[config.mk]
export PLATFORM = sky130hd
export DESIGN_NAME = rv_lsu
export DESIGN_NICKNAME = d
export VERILOG_FILES = /design/src/rtl/rv_lsu.sv
export SDC_FILE = /design/constraint.sdc
export NUM_CORES = 1
export LEC_CHECK = 0
export CAP_MARGIN = 30
export CORE_MARGIN = 2
export CORE_UTILIZATION = 46
export DETAILED_ROUTE_END_ITERATION = 6
export PLACE_DENSITY = 0.79
export REMOVE_ABC_BUFFERS = 1
export SYNTH_ARGS = -nofsm -noshare
export SYNTH_HDL_FRONTEND = slang
export SYNTH_SLANG_ARGS = --single-unit
[constraint.sdc]
create_clock -name i_lsu_clk -period 3 [get_ports i_lsu_clk]
set_clock_uncertainty 0.1 [all_clocks]
set_input_delay 0.6 -clock i_lsu_clk [delete_from_list [all_inputs] [get_ports i_lsu_clk]]
set_output_delay 0.6 -clock i_lsu_clk [all_outputs]
set_load 0.02 [all_outputs]
[src/rtl/rv_lsu.sv]
// rtl/rv_lsu.sv - RV32I load/store unit driving a word-addressed, byte-strobed data memory
// Misaligned accesses that straddle a word are split into two word accesses.
module rv_lsu #(
  parameter int XLEN          = 32,
  parameter int DMEM_ADDR_BIT = 12
) (
  input  logic                     i_lsu_clk,
  input  logic                     i_lsu_rstn,
  input  logic                     i_lsu_req_valid,
  output logic                     o_lsu_req_ready,
  input  logic                     i_lsu_req_we,
  input  logic [2:0]               i_lsu_req_funct3,
  input  logic [XLEN-1:0]          i_lsu_req_addr,
  input  logic [XLEN-1:0]          i_lsu_req_wdata,
  output logic                     o_lsu_resp_valid,
  output logic [XLEN-1:0]          o_lsu_resp_rdata,
  output logic                     o_lsu_resp_err,
  output logic [DMEM_ADDR_BIT-3:0] o_dmem_addr,
  output logic                     o_dmem_wen,
  output logic [XLEN/8-1:0]        o_dmem_wstrb,
  output logic [XLEN-1:0]          o_dmem_wdata,
  input  logic [XLEN-1:0]          i_dmem_rdata
);

  localparam int NB = XLEN / 8;

  typedef enum logic [1:0] {IDLE, ACC1, ACC2, DONE} state_t;

  state_t                   state, state_next;
  logic                     we_q;
  logic [2:0]               f3_q;
  logic [DMEM_ADDR_BIT-1:0] addr_q;
  logic [XLEN-1:0]          wdata_q, lo_q, rdata_q;
  logic                     err_q;

  function automatic logic [2:0] size_of(input logic [1:0] f);
    case (f)
      2'b00:   return 3'd1;
      2'b01:   return 3'd2;
      default: return 3'd4;
    endcase
  endfunction

  logic            req_f3_ok, req_legal;
  logic [XLEN:0]   req_end;

  always_comb begin
    case (i_lsu_req_funct3)
      3'b000, 3'b001, 3'b010: req_f3_ok = 1'b1;
      3'b100, 3'b101:         req_f3_ok = !i_lsu_req_we;
      default:                req_f3_ok = 1'b0;
    endcase
    // One past the last byte must not exceed the memory size; no wrap to word 0.
    req_end   = {1'b0, i_lsu_req_addr} + (XLEN+1)'(size_of(i_lsu_req_funct3[1:0]));
    req_legal = req_f3_ok && (req_end <= (XLEN+1)'(2**DMEM_ADDR_BIT));
  end

  logic [1:0]               k;
  logic [2:0]               size_q;
  logic                     crossing;
  logic [NB-1:0]            bmask;
  logic [2*NB-1:0]          strb2;
  logic [XLEN-1:0]          wmasked, rd_sh, load_res;
  logic [2*XLEN-1:0]        lanes2, rd2;
  logic [DMEM_ADDR_BIT-3:0] word;

  always_comb begin
    k        = addr_q[1:0];
    word     = addr_q[DMEM_ADDR_BIT-1:2];
    size_q   = size_of(f3_q[1:0]);
    crossing = ({1'b0, k} + size_q) > 3'd4;
    case (f3_q[1:0])
      2'b00:   bmask = NB'(1);
      2'b01:   bmask = NB'(3);
      default: bmask = {NB{1'b1}};
    endcase
    wmasked = '0;
    for (int b = 0; b < NB; b++) wmasked[8*b +: 8] = wdata_q[8*b +: 8] & {8{bmask[b]}};
    strb2  = {{NB{1'b0}}, bmask} << k;
    lanes2 = {{XLEN{1'b0}}, wmasked} << {k, 3'b000};
    // The high word only exists once ACC2 is reached; a non-crossing load sees zeros there.
    rd2    = (state == ACC2) ? {i_dmem_rdata, lo_q} : {{XLEN{1'b0}}, i_dmem_rdata};
    rd_sh  = XLEN'(rd2 >> {k, 3'b000});
    case (f3_q)
      3'b000:  load_res = {{(XLEN-8){rd_sh[7]}}, rd_sh[7:0]};
      3'b001:  load_res = {{(XLEN-16){rd_sh[15]}}, rd_sh[15:0]};
      3'b100:  load_res = {{(XLEN-8){1'b0}}, rd_sh[7:0]};
      3'b101:  load_res = {{(XLEN-16){1'b0}}, rd_sh[15:0]};
      default: load_res = rd_sh;
    endcase
  end

  always_comb begin
    state_next       = state;
    o_lsu_req_ready  = 1'b0;
    o_lsu_resp_valid = 1'b0;
    o_dmem_addr      = '0;
    o_dmem_wen       = 1'b0;
    o_dmem_wstrb     = '0;
    o_dmem_wdata     = '0;
    case (state)
      IDLE: begin
        o_lsu_req_ready = 1'b1;
        if (i_lsu_req_valid) state_next = req_legal ? ACC1 : DONE;
      end
      ACC1: begin
        state_next   = crossing ? ACC2 : DONE;
        o_dmem_addr  = word;
        o_dmem_wen   = we_q;
        o_dmem_wstrb = we_q ? strb2[NB-1:0] : '0;
        o_dmem_wdata = we_q ? lanes2[XLEN-1:0] : '0;
      end
      ACC2: begin
        state_next   = DONE;
        o_dmem_addr  = word + (DMEM_ADDR_BIT-2)'(1);
        o_dmem_wen   = we_q;
        o_dmem_wstrb = we_q ? strb2[2*NB-1:NB] : '0;
        o_dmem_wdata = we_q ? lanes2[2*XLEN-1:XLEN] : '0;
      end
      DONE: begin
        state_next       = IDLE;
        o_lsu_resp_valid = 1'b1;
      end
      default: state_next = IDLE;
    endcase
  end

  always_ff @(posedge i_lsu_clk or negedge i_lsu_rstn) begin
    if (!i_lsu_rstn) begin
      state   <= IDLE;
      we_q    <= 1'b0;
      f3_q    <= '0;
      addr_q  <= '0;
      wdata_q <= '0;
      lo_q    <= '0;
      rdata_q <= '0;
      err_q   <= 1'b0;
    end else begin
      state <= state_next;
      case (state)
        IDLE: if (i_lsu_req_valid) begin
          we_q    <= i_lsu_req_we;
          f3_q    <= i_lsu_req_funct3;
          addr_q  <= i_lsu_req_addr[DMEM_ADDR_BIT-1:0];
          wdata_q <= i_lsu_req_wdata;
          if (!req_legal) begin
            rdata_q <= '0;
            err_q   <= 1'b1;
          end
        end
        ACC1: begin
          lo_q <= i_dmem_rdata;
          if (!crossing) begin
            rdata_q <= we_q ? '0 : load_res;
            err_q   <= 1'b0;
          end
        end
        ACC2: begin
          rdata_q <= we_q ? '0 : load_res;
          err_q   <= 1'b0;
        end
        default: ;
      endcase
    end
  end

  assign o_lsu_resp_rdata = rdata_q;
  assign o_lsu_resp_err   = err_q;

endmodule

Word-level counts from Yosys, hierarchy flattened
Index checks and enable logic that the tools add are counted.
{"block": "classes", "mux": 29, "n_reduce_logical": 13, "mul": 0, "n_addsub": 3, "n_div": 0, "shift": 3, "n_eq_ne": 15, "n_lt_le_gt_ge": 2, "bitwise_logic": 4}
{"op": "32-bit 2-to-1 mux", "count": 6}
{"op": "32-bit case mux with 4 select lines", "count": 1}
{"op": "32-bit case mux with 3 select lines", "count": 1}
{"op": "64-bit 2-to-1 mux", "count": 1}
{"op": "32-bit case mux with 2 select lines", "count": 1}
{"op": "32-bit by 5-bit left shift with 64-bit output", "count": 1}
{"op": "64-bit by 5-bit right shift with 32-bit output", "count": 1}
{"op": "32-bit by 3-bit adder with 33-bit output", "count": 1}
{"op": "33-bit by 13-bit less-or-equal comparator with 1-bit output (second input constant)", "count": 1}
{"op": "8-bit bitwise AND", "count": 4}
{"op": "10-bit case mux with 2 select lines", "count": 1}
{"op": "4-bit case mux with 2 select lines", "count": 2}
{"op": "3-bit equality test (second input constant)", "count": 4}
{"op": "3-bit case mux with 2 select lines", "count": 2}
{"op": "10-bit by 1-bit adder with 10-bit output (second input constant)", "count": 1}
{"op": "4-bit 2-to-1 mux", "count": 2}
{"op": "2-bit case mux with 4 select lines", "count": 1}
{"op": "4-bit by 2-bit left shift with 8-bit output", "count": 1}
{"op": "1-bit 2-to-1 mux", "count": 7}
{"op": "2-bit by 1-bit equality test with 1-bit output (second input constant)", "count": 3}
{"op": "3-bit by 1-bit equality test with 1-bit output (second input constant)", "count": 2}
{"op": "2-bit logical NOT", "count": 3}
{"op": "3-bit logical NOT", "count": 2}
{"op": "2-bit inequality test (second input constant)", "count": 3}
{"op": "14 further kinds", "count": 17}
{"block": "totals", "mem_count": 0, "input_bits": 103, "mem_bits_ro": 0, "word_cells": 77, "output_inout_bits": 82, "latchBits": 0, "mem_bits_rw": 0, "reg_bits": 115}

Logic depth before layout (Yosys ltp)
{"block": "logic_depth", "ltp_word": 8, "mapped_depth": 14, "ltp_nobuf": 11}

Least setup slack after synthesis
No wires, ideal clock.
{"block": "synth_path", "path_type": "input-to-reg", "from": "input i_lsu_req_funct3[0]", "to": "register rdata_q[10], in the netlist o_lsu_resp_rdata[10]", "t_required_ps": 2775, "setup_ps": 125, "cell_stages": 11, "arrival_time_ps": 3132, "slack_ps": -356, "path_buffers": 1, "cell_sequence": "nor2b_1 > ha_1 > nand3_1 > a211o_1 > or3_1 > a22o_1 > nor4_2 > nand4_1 > nand2_2 > buf_6 > mux2_2"}
{"block": "synth_between", "elab_chain_cells": 7, "word_cells_on_any_way": 16, "cone_classes": "1 x add/sub; 1 x order compare; 6 x eq/ne; 2 x mux; 6 x reduce/logical"}
{"element": "start, declared", "line_no": "12", "text": "input logic [2:0] i_lsu_req_funct3,"}
{"element": "2-bit by 1-bit equality test with 1-bit output or 2-bit logical NOT (tied branches)", "line_no": "37", "text": "case (f)"}
{"element": "3-bit case mux with 2 select lines", "line_no": "37"}
{"element": "32-bit by 3-bit adder with 33-bit output", "line_no": "54", "text": "req_end = {1'b0, i_lsu_req_addr} + (XLEN+1)'(size_of(i_lsu_req_funct3[1:0]));"}
{"element": "33-bit by 13-bit less-or-equal comparator with 1-bit output", "line_no": "55", "text": "req_legal = req_f3_ok && (req_end <= (XLEN+1)'(2**DMEM_ADDR_BIT));"}
{"element": "1-bit logical AND *", "line_no": "55"}
{"element": "2-bit inequality test (no source line) *"}
{"element": "4-bit AND reduction (no source line) *"}
{"element": "end signal, assigned", "line_no": "154", "text": "rdata_q <= we_q ? '0 : load_res;"}
{"element": "end signal, assigned", "line_no": "159", "text": "rdata_q <= we_q ? '0 : load_res;"}
{"element": "end, declared", "line_no": "33", "text": "logic [XLEN-1:0] wdata_q, lo_q, rdata_q;"}
Every way passes the cells marked *; elsewhere a longest branch is shown, timed or not.
A chain may end at the register's enable or synchronous reset.

Worst setup path in the final report
{"block": "layout_path", "from": "input i_lsu_req_addr[0]", "to": "register err_q, in the netlist o_lsu_resp_err"}
{"block": "layout_between", "elab_chain_cells": 5}
{"element": "start, declared", "line_no": "13", "text": "input logic [XLEN-1:0] i_lsu_req_addr,"}
{"element": "32-bit by 3-bit adder with 33-bit output", "line_no": "54"}
{"element": "33-bit by 13-bit less-or-equal comparator with 1-bit output", "line_no": "55"}
{"element": "1-bit logical AND", "line_no": "55"}
{"element": "2-bit inequality test (no source line)"}
{"element": "4-bit AND reduction (no source line)"}
{"element": "end signal, assigned", "line_no": "137", "text": "err_q <= 1'b0;"}
{"element": "end signal, assigned", "line_no": "148", "text": "err_q <= 1'b1;"}
{"element": "end signal, assigned", "line_no": "155", "text": "err_q <= 1'b0;"}
{"element": "end, declared", "line_no": "34", "text": "logic err_q;"}
Every way passes these cells.

==> metrics.md <==
| Metric | Value |
|---|---|
| Status | finished, violations left |
| Failing checks | negative setup slack |
| Synth Register Bits | 115 |
| CTS Sinks | 115 |
| Antenna Cells | 0 |
| Levels on crit path | 14 |
| Crit path cell chain | buf_2, ha_4, fa_2, buf_4, a2111oi_2, a21oi_1, o21ai_1, a41oi_1, nor4_2, nand4_1, nand2_2, buf_6, buf_16, mux2_4 |
| CP top delay family | compound AO/OA/AOI/OAI gates |
| Worst slew pin tran | 0.623 ns |
| Relative slew slack | 0.585 |
| Die footprint | 18200 sq um |
| First-pass GRT wire length | 39.8 mm |
| I/O Buffers | 184 |
| Worst-path clk slew | 0.05 ns |
| H-tree depth | 4 |
| Max layer used | met4 |
| Crit path capture | o_lsu_resp_err |
| Critical path arrival | 3.35 ns |
| CTS max path bufs | 2 |
| Yosys cell types | 55 |
| Critical path class | in -> reg |
| Met3 WL | 2.01 mm |
| Placed instance count | 1265 |
| TritonCTS buffer count | 17 |
| TritonCTS clock tree | done |
| Initial Utilization | 0.472 |
| F_max | 317 MHz |
| Grt ovf | 0 |
| R2r setup slk | 0.01 ns |
| RSZ-0062 raised after global routing | true |
| Clock Latency Late Sink | 0.42 ns |
| Setup WS post-layout | -0.151 ns |
| Post-Syn Instances | 829 |
| Post-DP HPWL | 16.9 mm |
| Starting DRT DRC Count | 770 |
| CP endpoint kind | flop |
| Total power | 13.0 mW |
| Die Y | 135 um |
| Multi-input logic area | 5110 sq um |
| R2R cell count | 11 |
| Ratio of cells with drive above 1 in the final layout | 0.319 |
| GRT Util Overall | 0.278 |
| Placeable Area | 16700 sq um |
| Slew Viols, Final | 0 |
| Worst Path Max Fanout | 5 |
| Met2 routed WL | 12.7 mm |
| Worst hold path type | in -> async |
| Routed wire length | 26.1 mm |
| Period utilization | 1.05 |
| # nets final | 1203 |
| Largest net degree at the start of global routing | 51 |
| Die Width | 135 um |
| VDD IR max | 0.734 mV |
| TritonRoute pass-1 iters | 5 |
| Final min period | 3.15 ns |
| CP Launch Type | input pin |
| CP max stage delay | 0.35 ns |
| Leakage power | 5.04 nW |
| EDFF count, synth | 0 |
| Reg-to-Reg Start | state[0] |
| Syn-to-layout area delta | 48.6% |
| Metal-1 WL | 10.7 mm |
| Reg2Reg Capture Point | o_lsu_resp_rdata[16] |
| Routed len/inst | 19.8 um |
| Vias in the first global route | 7714 |
| Crit path from | i_lsu_req_addr[0] |
| Ys async rst share | 1.00 |
| Critical path buffers and inverters | 4 |
| Vias per cell | 6.00 |
| Pwr/cell area | 1110 nW/um^2 |
| Fill count | 1198 |
| Final setup fails | 24 |
| Register area share after synthesis | 0.365 |
| # Max-Cap Violations | 0 |
| Critical Path RT | 3.20 ns |
| Syn Area/Cell | 9.51 sq um |
| Clk root buf | clkbuf_16 |
| Hold Fails Final Rpt | 0 |
| Slowest cell on the critical path | a2111oi_2 |
| Fin cells | 1320 |
| Synth warn | 0 |
| Row cnt | 47 |
| Layout Utilization | 0.702 |
| Synth Cell Area | 7890 sq um |
| Post-DRT Antenna Nets | 0 |
| Ports | 185 |
| Detailed-route via count | 7917 |
| Initial antenna violation count | 0 |
| Post-CTS Hold Buffers | 0 |
| Main flop type after synthesis | dfrtp_1 |
| Placer Congestion | 0.889 |
| Seq. cell area | 2880 sq um |
| Drc violations | 0 |
[cell families (layout without fill, tap and decap cells)]
group | Yosys count | after routing | synth area share
adders and majority gates | 13 | 13 | 0.0225
buffers and inverters | 72 | 343 | 0.0376
xor gates and xnor gates | 9 | 9 | 0.00999
and+or+nand+nor | 240 | 240 | 0.141
AOI/OAI and AO/OA | 204 | 204 | 0.171
muxes | 176 | 176 | 0.253
DFF | 115 | 115 | 0.365
[layer usage]
layer / vias up / GRT usage
li1: 3574 / -
met1: 3861 / 0.363
met2: 421 / 0.453
met3: 61 / 0.0631
met4: 0 / 0.105
met5: - / 0
[synth_stat cells (5+ instances only)]
library cell | n | share of area
nor3_1 | 9 | 0.0057
a21oi_1 | 62 | 0.039
o221a_2 | 8 | 0.011
a21o_1 | 10 | 0.0095
nor2b_1 | 6 | 0.0048
dfrtp_1 | 115 | 0.36
and3_1 | 10 | 0.0079
nand2_1 | 62 | 0.030
mux2i_1 | 60 | 0.076
o22ai_1 | 9 | 0.0071
a211oi_1 | 8 | 0.0076
o2bb2ai_1 | 16 | 0.018
o21ai_0 | 32 | 0.020
xnor2_1 | 6 | 0.0067
nor4_1 | 5 | 0.0040
or3_1 | 8 | 0.0063
mux4_2 | 8 | 0.023
nand4_1 | 12 | 0.0095
o21a_1 | 17 | 0.016
clkbuf_1 | 42 | 0.020
inv_1 | 9 | 0.0043
nand3_1 | 30 | 0.019
nor2_1 | 81 | 0.039
a22oi_1 | 20 | 0.019
ha_1 | 11 | 0.017
buf_1 | 12 | 0.0057
mux2_2 | 108 | 0.15
and2_1 | 5 | 0.0040
[through the flow]
step	TNS, ns	instance area, sq um	hold WS [ns]	setup slack [ns]
finish	-2.67	11700	0.102	-0.151
global route	-9.76	11700	0.144	-0.369
CTS	-1.30	11500	0.114	-0.131
detailed placement	-34.44	10500	0.385	-1.09
global placement	-32.56	10500	0.389	-1.03
floorplan	-74.65	7640	0.204	-1.28
[area by class of cell]
type	instances	share of cell area
Tap cell	220	0.0235
Inverter	12	0.00406
Clock buffer	21	0.0384
Sequential cell	115	0.246
Multi-Input combinational cell	642	0.436
Timing Repair Buffer	299	0.237
Clock inverter	11	0.0156
[report_power, final]
part	internal, mW	switching (mW)
clock	1.49	0.720
combinational	3.86	4.12
sequential	2.26	0.582
total	7.61	5.42
[worst min-delay path by stage]
stage	from	endpoint	slack, ns	cells past startpoint
global placement	lo_q[27]	lo_q[27]	0.39	1
detailed placement	o_lsu_resp_rdata[16]	o_lsu_resp_rdata[16]	0.38	1
floorplan	i_lsu_rstn	addr_q[0]	0.20	0
CTS	i_lsu_rstn	o_lsu_resp_rdata[22]	0.11	1
finish	i_lsu_rstn	o_lsu_resp_rdata[22]	0.10	1
global route	i_lsu_rstn	o_lsu_resp_rdata[22]	0.14	1
[cells in the final DEF (no fill, tap or decap), types with 27 or more instances in the layout]
master	netlist	final
a21oi_1	62	61
buf_4	0	97
clkdlybuf4s50_1	0	125
dfrtp_1	115	114
dlygate4sd2_1	0	28
mux2_2	108	91
mux2i_1	60	60
nand2_1	62	58
nand3_1	30	27
nor2_1	81	79
o21ai_0	32	30
[flip-flops by register name, indices dropped and copies added (netlist names)]
register          cells
f3_q                  3
addr_q               12
lo_q                 32
state                 2
o_lsu_resp_err        1
o_lsu_resp_rdata     32
wdata_q              32
we_q                  1
[repair_timing]
item,in CTS,in global routing
buffers inserted,15,9
setup endpoints to repair,80,64
cloned,4,0
pin swaps,22,15
resized for setup,150,73
Power figures use the tool's default switching activity.
